File: src/rtl/hack_mem_pkg.sv
// Shared widths, depth and controller state encoding for the Hack 4K-word RAM store.
package hack_mem_pkg;

    localparam int RAM4K_ADDR_W = 12;
    localparam int HACK_WORD_W  = 16;
    localparam int RAM4K_DEPTH  = 4096;

    typedef enum logic {
        ST_CLEAR = 1'b0,
        ST_ARB   = 1'b1
    } arb_state_e;

endpackage

File: src/rtl/rr_arbiter_2.sv
// Two-way round-robin arbiter: on a tie the port not granted most recently wins.
module rr_arbiter_2 (
    input  logic clk,
    input  logic reset,
    input  logic req0,
    input  logic req1,
    input  logic advance,
    output logic gnt0,
    output logic gnt1
);

    // 1 when port 1 holds the most recent grant; reset value lets port 0 win the first tie
    logic r_last_gnt1;

    always_comb begin
        gnt0 = 1'b0;
        gnt1 = 1'b0;
        if (advance) begin
            if (req0 && req1) begin
                gnt0 = r_last_gnt1;
                gnt1 = !r_last_gnt1;
            end else begin
                gnt0 = req0;
                gnt1 = req1;
            end
        end
    end

    always_ff @(posedge clk) begin
        if (reset) begin
            r_last_gnt1 <= 1'b1;
        end else if (gnt0) begin
            r_last_gnt1 <= 1'b0;
        end else if (gnt1) begin
            r_last_gnt1 <= 1'b1;
        end
    end

endmodule

File: src/rtl/ram_4k_arbiter.sv
// Single-port controller for the 4K x 16 RAM: post-reset clear sweep, then
// round-robin sharing between two requesters with one-cycle read return.
module ram_4k_arbiter
    import hack_mem_pkg::*;
#(
    parameter bit CLEAR_ON_RESET = 1'b1
) (
    input  logic                    clk,
    input  logic                    reset,
    input  logic                    req0,
    input  logic                    req1,
    input  logic                    we0,
    input  logic                    we1,
    input  logic [RAM4K_ADDR_W-1:0] addr0,
    input  logic [RAM4K_ADDR_W-1:0] addr1,
    input  logic [HACK_WORD_W-1:0]  wdata0,
    input  logic [HACK_WORD_W-1:0]  wdata1,
    output logic                    gnt0,
    output logic                    gnt1,
    output logic                    rvalid0,
    output logic                    rvalid1,
    output logic [HACK_WORD_W-1:0]  rdata0,
    output logic [HACK_WORD_W-1:0]  rdata1,
    output logic                    clearing,
    output logic [HACK_WORD_W-1:0]  ram_in,
    output logic [RAM4K_ADDR_W-1:0] ram_address,
    output logic                    ram_load,
    input  logic [HACK_WORD_W-1:0]  ram_out
);

    arb_state_e              r_state;
    arb_state_e              w_state_next;
    logic [RAM4K_ADDR_W-1:0] r_clr_cnt;
    logic                    w_clr_last;
    logic                    w_advance;
    logic                    w_gnt0;
    logic                    w_gnt1;
    logic                    r_rvalid0;
    logic                    r_rvalid1;
    logic                    w_rvalid0;
    logic                    w_rvalid1;

    assign w_clr_last = (r_clr_cnt == RAM4K_ADDR_W'(RAM4K_DEPTH - 1));
    assign w_advance  = !reset && (r_state == ST_ARB);

    rr_arbiter_2 u_rr (
        .clk     (clk),
        .reset   (reset),
        .req0    (req0),
        .req1    (req1),
        .advance (w_advance),
        .gnt0    (w_gnt0),
        .gnt1    (w_gnt1)
    );

    always_ff @(posedge clk) begin
        if (reset) begin
            if (CLEAR_ON_RESET) begin
                r_state <= ST_CLEAR;
            end else begin
                r_state <= ST_ARB;
            end
        end else begin
            r_state <= w_state_next;
        end
    end

    always_comb begin
        w_state_next = r_state;
        case (r_state)
            ST_CLEAR: if (w_clr_last) w_state_next = ST_ARB;
            ST_ARB:   w_state_next = ST_ARB;
            default:  w_state_next = ST_ARB;
        endcase
    end

    // Counter parks at the last address so it never wraps once the sweep ends
    always_ff @(posedge clk) begin
        if (reset) begin
            r_clr_cnt <= '0;
        end else if (r_state == ST_CLEAR && !w_clr_last) begin
            r_clr_cnt <= r_clr_cnt + 1'b1;
        end
    end

    always_comb begin
        ram_load    = 1'b0;
        ram_address = '0;
        ram_in      = '0;
        clearing    = 1'b0;
        if (reset) begin
            clearing = CLEAR_ON_RESET;
        end else begin
            case (r_state)
                ST_CLEAR: begin
                    clearing    = 1'b1;
                    ram_load    = 1'b1;
                    ram_address = r_clr_cnt;
                end
                ST_ARB: begin
                    if (w_gnt0) begin
                        ram_address = addr0;
                        ram_in      = wdata0;
                        ram_load    = we0;
                    end else if (w_gnt1) begin
                        ram_address = addr1;
                        ram_in      = wdata1;
                        ram_load    = we1;
                    end
                end
                default: clearing = 1'b0;
            endcase
        end
    end

    always_ff @(posedge clk) begin
        if (reset) begin
            r_rvalid0 <= 1'b0;
            r_rvalid1 <= 1'b0;
        end else begin
            r_rvalid0 <= w_gnt0 && !we0;
            r_rvalid1 <= w_gnt1 && !we1;
        end
    end

    // A reset landing in the return cycle drops the pending read
    assign w_rvalid0 = r_rvalid0 && !reset;
    assign w_rvalid1 = r_rvalid1 && !reset;

    assign gnt0    = w_gnt0;
    assign gnt1    = w_gnt1;
    assign rvalid0 = w_rvalid0;
    assign rvalid1 = w_rvalid1;
    assign rdata0  = w_rvalid0 ? ram_out : '0;
    assign rdata1  = w_rvalid1 ? ram_out : '0;

endmodule

File: config.mk
export PLATFORM = sky130hd
export DESIGN_NAME = ram_4k_arbiter
export DESIGN_NICKNAME = d
export VERILOG_FILES = /design/src/rtl/hack_mem_pkg.sv /design/src/rtl/rr_arbiter_2.sv /design/src/rtl/ram_4k_arbiter.sv
export SDC_FILE = /design/constraint.sdc
export NUM_CORES = 1
export LEC_CHECK = 0
export CORE_UTILIZATION = 27
export DETAILED_ROUTE_END_ITERATION = 10
export GPL_TIMING_DRIVEN = 1
export PLACE_DENSITY = 0.78
export RECOVER_POWER = 25
export SYNTH_ARGS = -nofsm -noshare
export SYNTH_HDL_FRONTEND = slang
export SYNTH_SLANG_ARGS = --single-unit
File: constraint.sdc
create_clock -name clk -period 1.45 [get_ports clk]
set_input_delay 0.145 -clock clk [delete_from_list [all_inputs] [get_ports clk]]
set_output_delay 0.145 -clock clk [all_outputs]
set_load 0.05 [all_outputs]
After elaboration in Yosys (flattened, before gate mapping) --
Index checks and enable logic that the tools add are counted.
Operators by class: multiplexer cells 24, add/sub/neg operators 1, eq/ne operators 1, bitwise gates (word level) 1, reductions and logical operators 13
Operator list (count):
- $mux 16 | 6
- $mux 12 | 3
- $pmux 12 s2 | 1
- $add 12x1->12 const B | 1
- $eq 12x12->1 const B | 1
- $mux 1 | 12
- $logic_and 1x1->1 | 7
- $logic_not 1->1 | 5
- $pmux 1 s2 | 2
- $reduce_bool 2->1 | 1
- $not 1->1 | 1
Word-level totals: input port bits 78, bits in registers 16, output and inout bits 66, word-level logic and storage cells 45

Logic depth before layout (Yosys ltp) --
Gate-level depths: netlist (run 1).
depth after elaboration 7, mapped depth 7, depth with buffers taken out 5

By module --
From an unflattened synthesis (run 1), not the netlist that was laid out.
Unflattened totals: cell total of the unflattened synthesis 209, area, all modules 1508.9 µm²
Modules (own cells, without submodules):
- ram_4k_arbiter | instances 1, area an instance 1450.1 µm², cells each 201, sequential area each 300.3 µm²
- rr_arbiter_2 | instances 1, area an instance 58.8 µm², cells each 8, sequential area each 20.0 µm²

Worst setup path after synthesis (run 1) --
OpenSTA, ideal clock, no wires.
path kind register to output, start register r_state, end output ram_address[10], data arrival time 2059 ps, stages on the path, launching flop included 8, data required time 1305 ps, path buffers 3, path slack -754 ps, cell sequence dfxtp_1 -> clkbuf_2 -> nand2b_1 -> buf_2 -> nor2b_1 -> buf_2 -> a222oi_1 -> nor2_1
Between the ends: cells in the longest elaborated chain, start to end 6, elaborated cells on any way between the ends 8, those cells by class mux (6); bitwise (1); reduce/logical (1)
Ends and longest elaborated chain:
- start, declared | line ram_4k_arbiter.sv:31 | arb_state_e r_state;
- start signal, assigned | line ram_4k_arbiter.sv:64 | r_state <= w_state_next;
- $logic_and 1x1->1 | line ram_4k_arbiter.sv:44 | assign w_advance = !reset && (r_state == ST_ARB);
- $mux 1 | line rr_arbiter_2.sv:18 | if (advance) begin
- net gnt1 | line ram_4k_arbiter.sv:19 | output logic gnt1,
- $mux 12 | line ram_4k_arbiter.sv:105 | end else if (w_gnt1) begin
- $mux 12 | line ram_4k_arbiter.sv:101 | if (w_gnt0) begin
- $pmux 12 s2 | line ram_4k_arbiter.sv:94 | case (r_state)
- $mux 12 | line ram_4k_arbiter.sv:91 | if (reset) begin
- end, declared | line ram_4k_arbiter.sv:26 | output logic [RAM4K_ADDR_W-1:0] ram_address,
The timed path passes the listed nets, and every way through them passes these cells.

Worst setup path in the final report (run 1) --
start register u_rr.r_last_gnt1, end output ram_address[11]
Between the ends: cells in the longest elaborated chain, start to end 7, elaborated cells on any way between the ends 9, those cells by class mux (8); reduce/logical (1)
Ends and longest elaborated chain:
- start, declared | line rr_arbiter_2.sv:13 | logic r_last_gnt1;
- start signal, assigned | line rr_arbiter_2.sv:31 | r_last_gnt1 <= 1'b1;
- start signal, assigned | line rr_arbiter_2.sv:33 | r_last_gnt1 <= 1'b0;
- start signal, assigned | line rr_arbiter_2.sv:35 | r_last_gnt1 <= 1'b1;
- $logic_not 1->1 | line rr_arbiter_2.sv:21 | gnt1 = !r_last_gnt1;
- $mux 1 | line rr_arbiter_2.sv:19 | if (req0 && req1) begin
- $mux 1 | line rr_arbiter_2.sv:18
- $mux 12 | line ram_4k_arbiter.sv:105
- $mux 12 (*) | line ram_4k_arbiter.sv:101
- $pmux 12 s2 (*) | line ram_4k_arbiter.sv:94
- $mux 12 (*) | line ram_4k_arbiter.sv:91
Mark *: on every way between the ends. The rest lies on a longest branch, timed or not.

==> run metrics, run 1 <==
FF-to-FF Start=r_clr_cnt[6]; CP Data Required Time=between 1 and 1.5 ns; most frequent cells in the layout=clkdlybuf4s50_1 (74), buf_12 (70), buf_4 (42), nor2_4 (23), and2_2 (18); Worst Hold End=u_rr.r_last_gnt1; clock skew=0.004126 ns; port buffer count=between 100 and 150; WL final=11710 um; routability cong.=0.8276; chip height=around 75 um; synthesized netlist net count=275; Area Growth Syn to Fin=221.4%; die area=between 5000 and 6000 um^2; drt pass-1 iters=6; Mean Syn Cell Area=between 7 and 8 um^2; yosys warns=0; Post-Syn Instances=between 150 and 200; worst slew pin tran=0.6620 ns; Max-Cap Viols=0; Yosys top cell area share=between 20% and 30%; r2r worst-path depth=7; crit path max fanout=14; crit path kind=reg -> out; Comb pwr share=38.2%; Net Sw Frac=between 30% and 40%; R2R setup slack=-0.22 ns; # DRC=0; Critical R2R Capture=r_clr_cnt[10]; clock share of power=28.3%; Pins Over Slew Limit=0; Tcrit/Tclk final=139.1%; first-pass GRT wire length=between 10000 and 15000 um; Yosys cell types=between 40 and 50; PD cells=between 200 and 300 nW/um^2; number of diodes=0; final core occ=89.69%; CTS Root Cell=clkbuf_8; fin cells=about 460; Max-slew headroom=a little under three fifths; drt first-iter violations=222; Vias=roughly 2700; hold path depth=2; Vias per Instance=between 5 and 6; Num Clock Sinks=16; H-tree levels=1; f_max=0.4957 GHz; Num CTS Buffers=3; Fin. Hold Viols=0; Setup violations, final=between 40 and 50; pin count of the biggest net entering global routing=20; dpl ws=-0.5217 ns; Worst setup SP type=flop; layout cells sized above 1=between 60% and 70%; min-delay worst type=in -> reg; Clk Latency, worst-skew pair=around 0.26 ns; failing checks=setup timing; leakage=1.723 nW; Max clock buf depth=2; row cnt=26; total gr overflow=0; Final nets=between 400 and 500; Synth Register Bits=16; RSZ-0062 raised after global routing=yes; vias in the first global route=between 2000 and 2500; chip width=between 70 and 80 um; Final ANT Viol Nets=0; commonest non-fill, non-tap cell in the layout=clkdlybuf4s50_1; Post-DP HPWL=between 6000 and 7000 um; Cell Int Power=between 0.9 and 1 mW; Starting Density=roughly 28%; Most Frequent Cell on Critical Path=buf_12; Final WS setup=-0.5675 ns; CTS tree=done; crit path cell chain=buf_6 -> a21boi_4 -> nor2b_4 -> buf_12 -> a222oi_1 -> nor2_4 -> buf_12; Inst Count DP=~430; area leader, netlist=dfxtp_1; biggest cell delay along the critical path=~0.52 ns; Hold-fix buffers, CTS=0; Crit. End Element=primary output; CP arrival=about 1.9 ns; Tmin final=around 2.0 ns; Netlist Area Pre-Place=1425 um^2; Core Area=5107 um^2; initial antenna violation count=0; CTS clk-pin slew, worst paths=roughly 0.080 ns; post-detailed-route wirelength per cell=25.74 um; Switch Pwr=around 0.43 mW; Tot GR Track Use=approximately 32%; Tot Pwr=between 1 and 1.5 mW; Flop pwr share=33.5%; IR drop worst, VDD=0.3729 mV; HP Start=req1; sequential fraction of the synthesis area=between 20% and 30%; num ports=between 100 and 150; Crit-path slowest cell=a222oi_1; Synth area leaders=dfxtp_1 (22%), and2_1 (14%), nor2_1 (9.5%); status=finished with violations
## worst max-delay path by stage
stage / startpoint / to / slack [ns] / cells past startpoint
after floorplan: r_state / ram_address[10] / -0.13 / 6
after global placement: req1 / ram_address[2] / -0.44 / 7
after detailed placement: req1 / ram_address[2] / -0.52 / 7
after CTS: u_rr.r_last_gnt1 / ram_address[2] / -0.42 / 7
after global routing: u_rr.r_last_gnt1 / ram_address[11] / -0.62 / 7
final: u_rr.r_last_gnt1 / ram_address[11] / -0.57 / 7
## layout make-up
cell class / instances / area (um^2)
repair buffers: 202 / 2638
multi-input cells: 158 / 1453
fillers: 175 / 526.8
flip-flops and latches: 16 / 336.6
well taps: 70 / 87.58
clock buffers: 3 / 41.29
inverters: 6 / 25.02
## stage by stage
step / setup TNS (ns) / instance area [um^2] / hold WS [ns]
6_report: -12.47 / 4581 / 0.3981
5_1_grt: -14.25 / 4581 / 0.3942
4_1_cts: -8.907 / 4348 / 0.3552
3_5_place_dp: -12.13 / 4066 / 0.5105
3_3_place_gp: -10.65 / 4066 / 0.4946
2_1_floorplan: -1.213 / 1697 / 0.2166
## cell families after synthesis
group / Yosys count / synth area share (%)
AO/OA/AOI/OAI: 50 / 27.22
AND/OR/NAND/NOR: 104 / 39.60
flip-flops: 16 / 22.48
adder cells (fa/ha/maj): 1 / 0.8778
buffers and inverters: 22 / 7.813
multiplexers: 1 / 0.7901
XOR/XNOR: 2 / 1.229
## cells in the mapped netlist
master,number
a211oi_1,1
nand4_1,4
nand2b_1,2
buf_12,1
and4b_1,2
dfxtp_1,16
nor4_1,1
a311oi_1,1
and4_1,2
ha_1,1
a21oi_1,7
and3_1,1
a222oi_1,11
a21boi_2,1
or4_1,2
nand3b_1,1
a31oi_1,2
a22oi_1,16
nor4_2,1
a221oi_1,1
a221o_1,1
clkbuf_2,1
nand3_1,1
a41oi_1,1
buf_4,1
o21ai_0,4
nand2_1,4
or3_1,2
nor2_1,36
clkbuf_1,6
nor2b_1,6
xnor2_1,2
buf_2,6
buf_1,1
o2111ai_1,1
inv_1,6
and2_1,33
nor3_1,6
a311o_1,1
a2111oi_0,1
o31ai_1,1
mux2_1,1
## routing by layer
layer / wire length, um / global-route usage (%) / part of all wire [%] / vias up
met5: 0 / 0 / 0 / -
met4: 961 / 16.35 / 8.2 / 0
met3: 1023 / 6.292 / 8.7 / 80
met2: 6087 / 58.66 / 52 / 243
met1: 3637 / 35.93 / 31 / 1284
li1: - / - / - / 1105
## power by group through the flow
| stage | combinational (mW) | sequential, mW | clock [mW] |
|---|---|---|---|
| finish | 0.520 | 0.456 | 0.386 |
| global route | 0.535 | 0.456 | 0.404 |
| CTS | 0.463 | 0.454 | 0.343 |
| detailed placement | 0.421 | 0.462 | 0 |
| global placement | 0.408 | 0.461 | 0 |
| floorplan | 0.127 | 0.464 | 0 |
## worst max-delay path: cells and delay by family, from the launching register on
family | cells | cell delay, ns
buffers and inverters | 3 | 0.41
AO/OA/AOI/OAI | 2 | 0.57
AND/OR/NAND/NOR | 2 | 0.24
flip-flops | 1 | 0.38
## repair_timing
item                                   4_1_cts  5_1_grt
gates cloned                                 0        4
setup endpoints to repair                   39       67
buffers inserted                             9       10
pin swaps                                   26       31
gates resized for setup                     40       43
endpoints found under the hold margin        0        0
## flip-flops by register name (all words and copies together), names as in the netlist
name and flops:
u_rr.r_last_gnt1 1, r_state 1, r_clr_cnt 12, r_rvalid1 1, r_rvalid0 1
Power figures use the tool's default switching activity.
==> run 2: changes to the inputs <==
--- a/config.mk
+++ b/config.mk
@@ -8,7 +8,7 @@
 export CORE_UTILIZATION = 27
 export DETAILED_ROUTE_END_ITERATION = 10
 export GPL_TIMING_DRIVEN = 1
-export PLACE_DENSITY = 0.78
+export PLACE_DENSITY = 0.85
 export RECOVER_POWER = 25
 export SYNTH_ARGS = -nofsm -noshare
 export SYNTH_HDL_FRONTEND = slang
==> run 2 against run 1 <==
Compared with the run above: the flow still finishes with violations (setup timing); non-clock buffer count shrank 2; global-route usage shrank 2.9 points; utilization shrank 0.42 points; cell count shrank 0.44%; flip-flop and latch count is the same; clock power is essentially flat.
==> run metrics, run 2 (synthesis results as in run 1) <==
Most Frequent Cell on Critical Path=buf_12; Reg with most FFs=r_clr_cnt; CTS Root Cell=clkbuf_8; IR drop worst, VDD=between 0.2 and 0.3 mV; pin count of the biggest net entering global routing=27; Crit. End Element=primary output; Final nets=between 400 and 500; crit path max fanout=14; Worst setup SP type=flop; num ports=144; worst slew pin tran=0.5302 ns; post-detailed-route wirelength per cell=about 26 um; initial antenna violation count=0; biggest cell delay along the critical path=0.42 ns; vias in the first global route=about 2500; most frequent cells in the layout=clkdlybuf4s50_1 (74), buf_12 (69), buf_4 (38), nor2_4 (23), and2_2 (18); Max-slew headroom=around 65%; post-route cell area=4559 um^2; status=finished with violations; Starting Density=between 20 and 30%; layout cells sized above 1=roughly three fifths; drt first-iter violations=around 290; fin cells=about 450; setup TNS=-16.21 ns; Num CTS Buffers=3; commonest non-fill, non-tap cell in the layout=clkdlybuf4s50_1; Vias=roughly 2800; Crit path max-delay family=compound AO/OA/AOI/OAI gates; Crit-path slowest cell=a222oi_1; Tcrit/Tclk final=136.8%; WL final=~12000 um; Max clock buf depth=2; first-pass GRT wire length=between 10000 and 15000 um; min-delay worst type=in -> reg; Fin. Hold Viols=0; Core Area=just over 5000 um^2; drt pass-1 iters=6; row cnt=26; die area=~5600 um^2; Tmin final=between 1.5 and 2 ns; DP Area=4044 um^2; Num Clock Sinks=16; Tot GR Track Use=slightly below 30%; chip width=74.65 um; Largest register FFs=12; Clk Latency, worst-skew pair=around 0.27 ns; CP Data Required Time=roughly 1.3 ns; # DRC=0; Post-DP HPWL=approximately 6300 um; number of diodes=0; Final ANT Viol Nets=0; PD cells=300.1 nW/um^2; RSZ-0062 raised after global routing=yes; CP arrival=around 1.8 ns; Setup violations, final=52; Area Growth Syn to Fin=219.9%; Inst Count DP=430; clock skew=roughly 0.0033 ns; Final WS setup=-0.5339 ns; CTS clk-pin slew, worst paths=about 0.080 ns; port buffer count=around 140; chip height=~75 um; Bufs and invs on worst path=3; dpl ws=-0.6023 ns; H-tree levels=1; crit path cell chain=buf_6 -> a21boi_4 -> nor2b_4 -> buf_12 -> a222oi_1 -> nor2_4 -> buf_12; Max-Cap Viols=0; failing checks=setup timing; hold_ws=approximately 0.33 ns; routability cong.=a little under 0.9; crit path kind=reg -> out; Pins Over Slew Limit=0; CTS tree=done; leakage=~1.7 nW; Vias per Instance=just over 6; total gr overflow=0; f_max=a little over 0.5 GHz
## run 2: changes by cell type in the layout (fill, tap and decap cells not counted), moves of 2 or more
cell / delta
and2_1: +6
and2_4: -6
buf_6: +5
buf_4: -4
dfxtp_4: +3
dfxtp_1: -2
inv_2: +2
nor2b_2: +2
nor2b_4: -2
## run 2: layout make-up
type                            count  area [um^2]
Timing Repair Buffer              200         2606
Tap cell                           70        87.58
Fill cell                         165        548.0
Sequential cell                    16        346.6
Clock buffer                        3        41.29
Inverter                            6        22.52
Multi-Input combinational cell    158         1455
## run 2: metrics by stage
| step | utilization (%) | total power [mW] |
|---|---|---|
| after floorplan | - | 0.5906 |
| after global placement | 79.18 | 0.8639 |
| after detailed placement | 79.18 | 0.8817 |
| after CTS | 83.24 | 1.244 |
| after global routing | 89.27 | 1.394 |
| final | 89.27 | 1.368 |
## run 2: what timing repair did
action                                  CTS  global route
endpoints found under the setup margin   39            52
resized for setup                        36            57
pin swaps                                29            32
buffers inserted                          6            15
gates cloned                              0             3
hold buffers                              0             0
## run 2: worst register-to-register path, cell delays in order, from the launching register on
cell and delay (ns):
dfxtp_2 0.39, nand4_1 0.28, nor4_4 0.50, buf_4 0.24
buf_6 0.10, nor2_2 0.03, o21ai_1 0.15
## run 2: path summary, 6_finish.rpt
check	slack, ns	to	cells past startpoint	start
max	-0.53	ram_address[9]	7	u_rr.r_last_gnt1
max reg2reg	-0.33	r_clr_cnt[3]	6	r_clr_cnt[11]
min reg2reg	0.60	r_clr_cnt[10]	2	r_clr_cnt[10]
min	0.33	u_rr.r_last_gnt1	3	reset
## run 2: power by group
| part | total, mW | internal [mW] | switching [mW] |
|---|---|---|---|
| clock | 0.388 | 0.186 | 0.202 |
| sequential | 0.456 | 0.440 | 0.0154 |
| combinational | 0.525 | 0.307 | 0.218 |
## run 2: layer usage
| layer | up-vias | track usage [%] | wire (um) |
|---|---|---|---|
| li1 | 1108 | - | - |
| met1 | 1302 | 30.73 | 3542 |
| met2 | 273 | 54.35 | 6141 |
| met3 | 83 | 6.426 | 1292 |
| met4 | 0 | 17.19 | 705 |
| met5 | - | 0 | 0 |
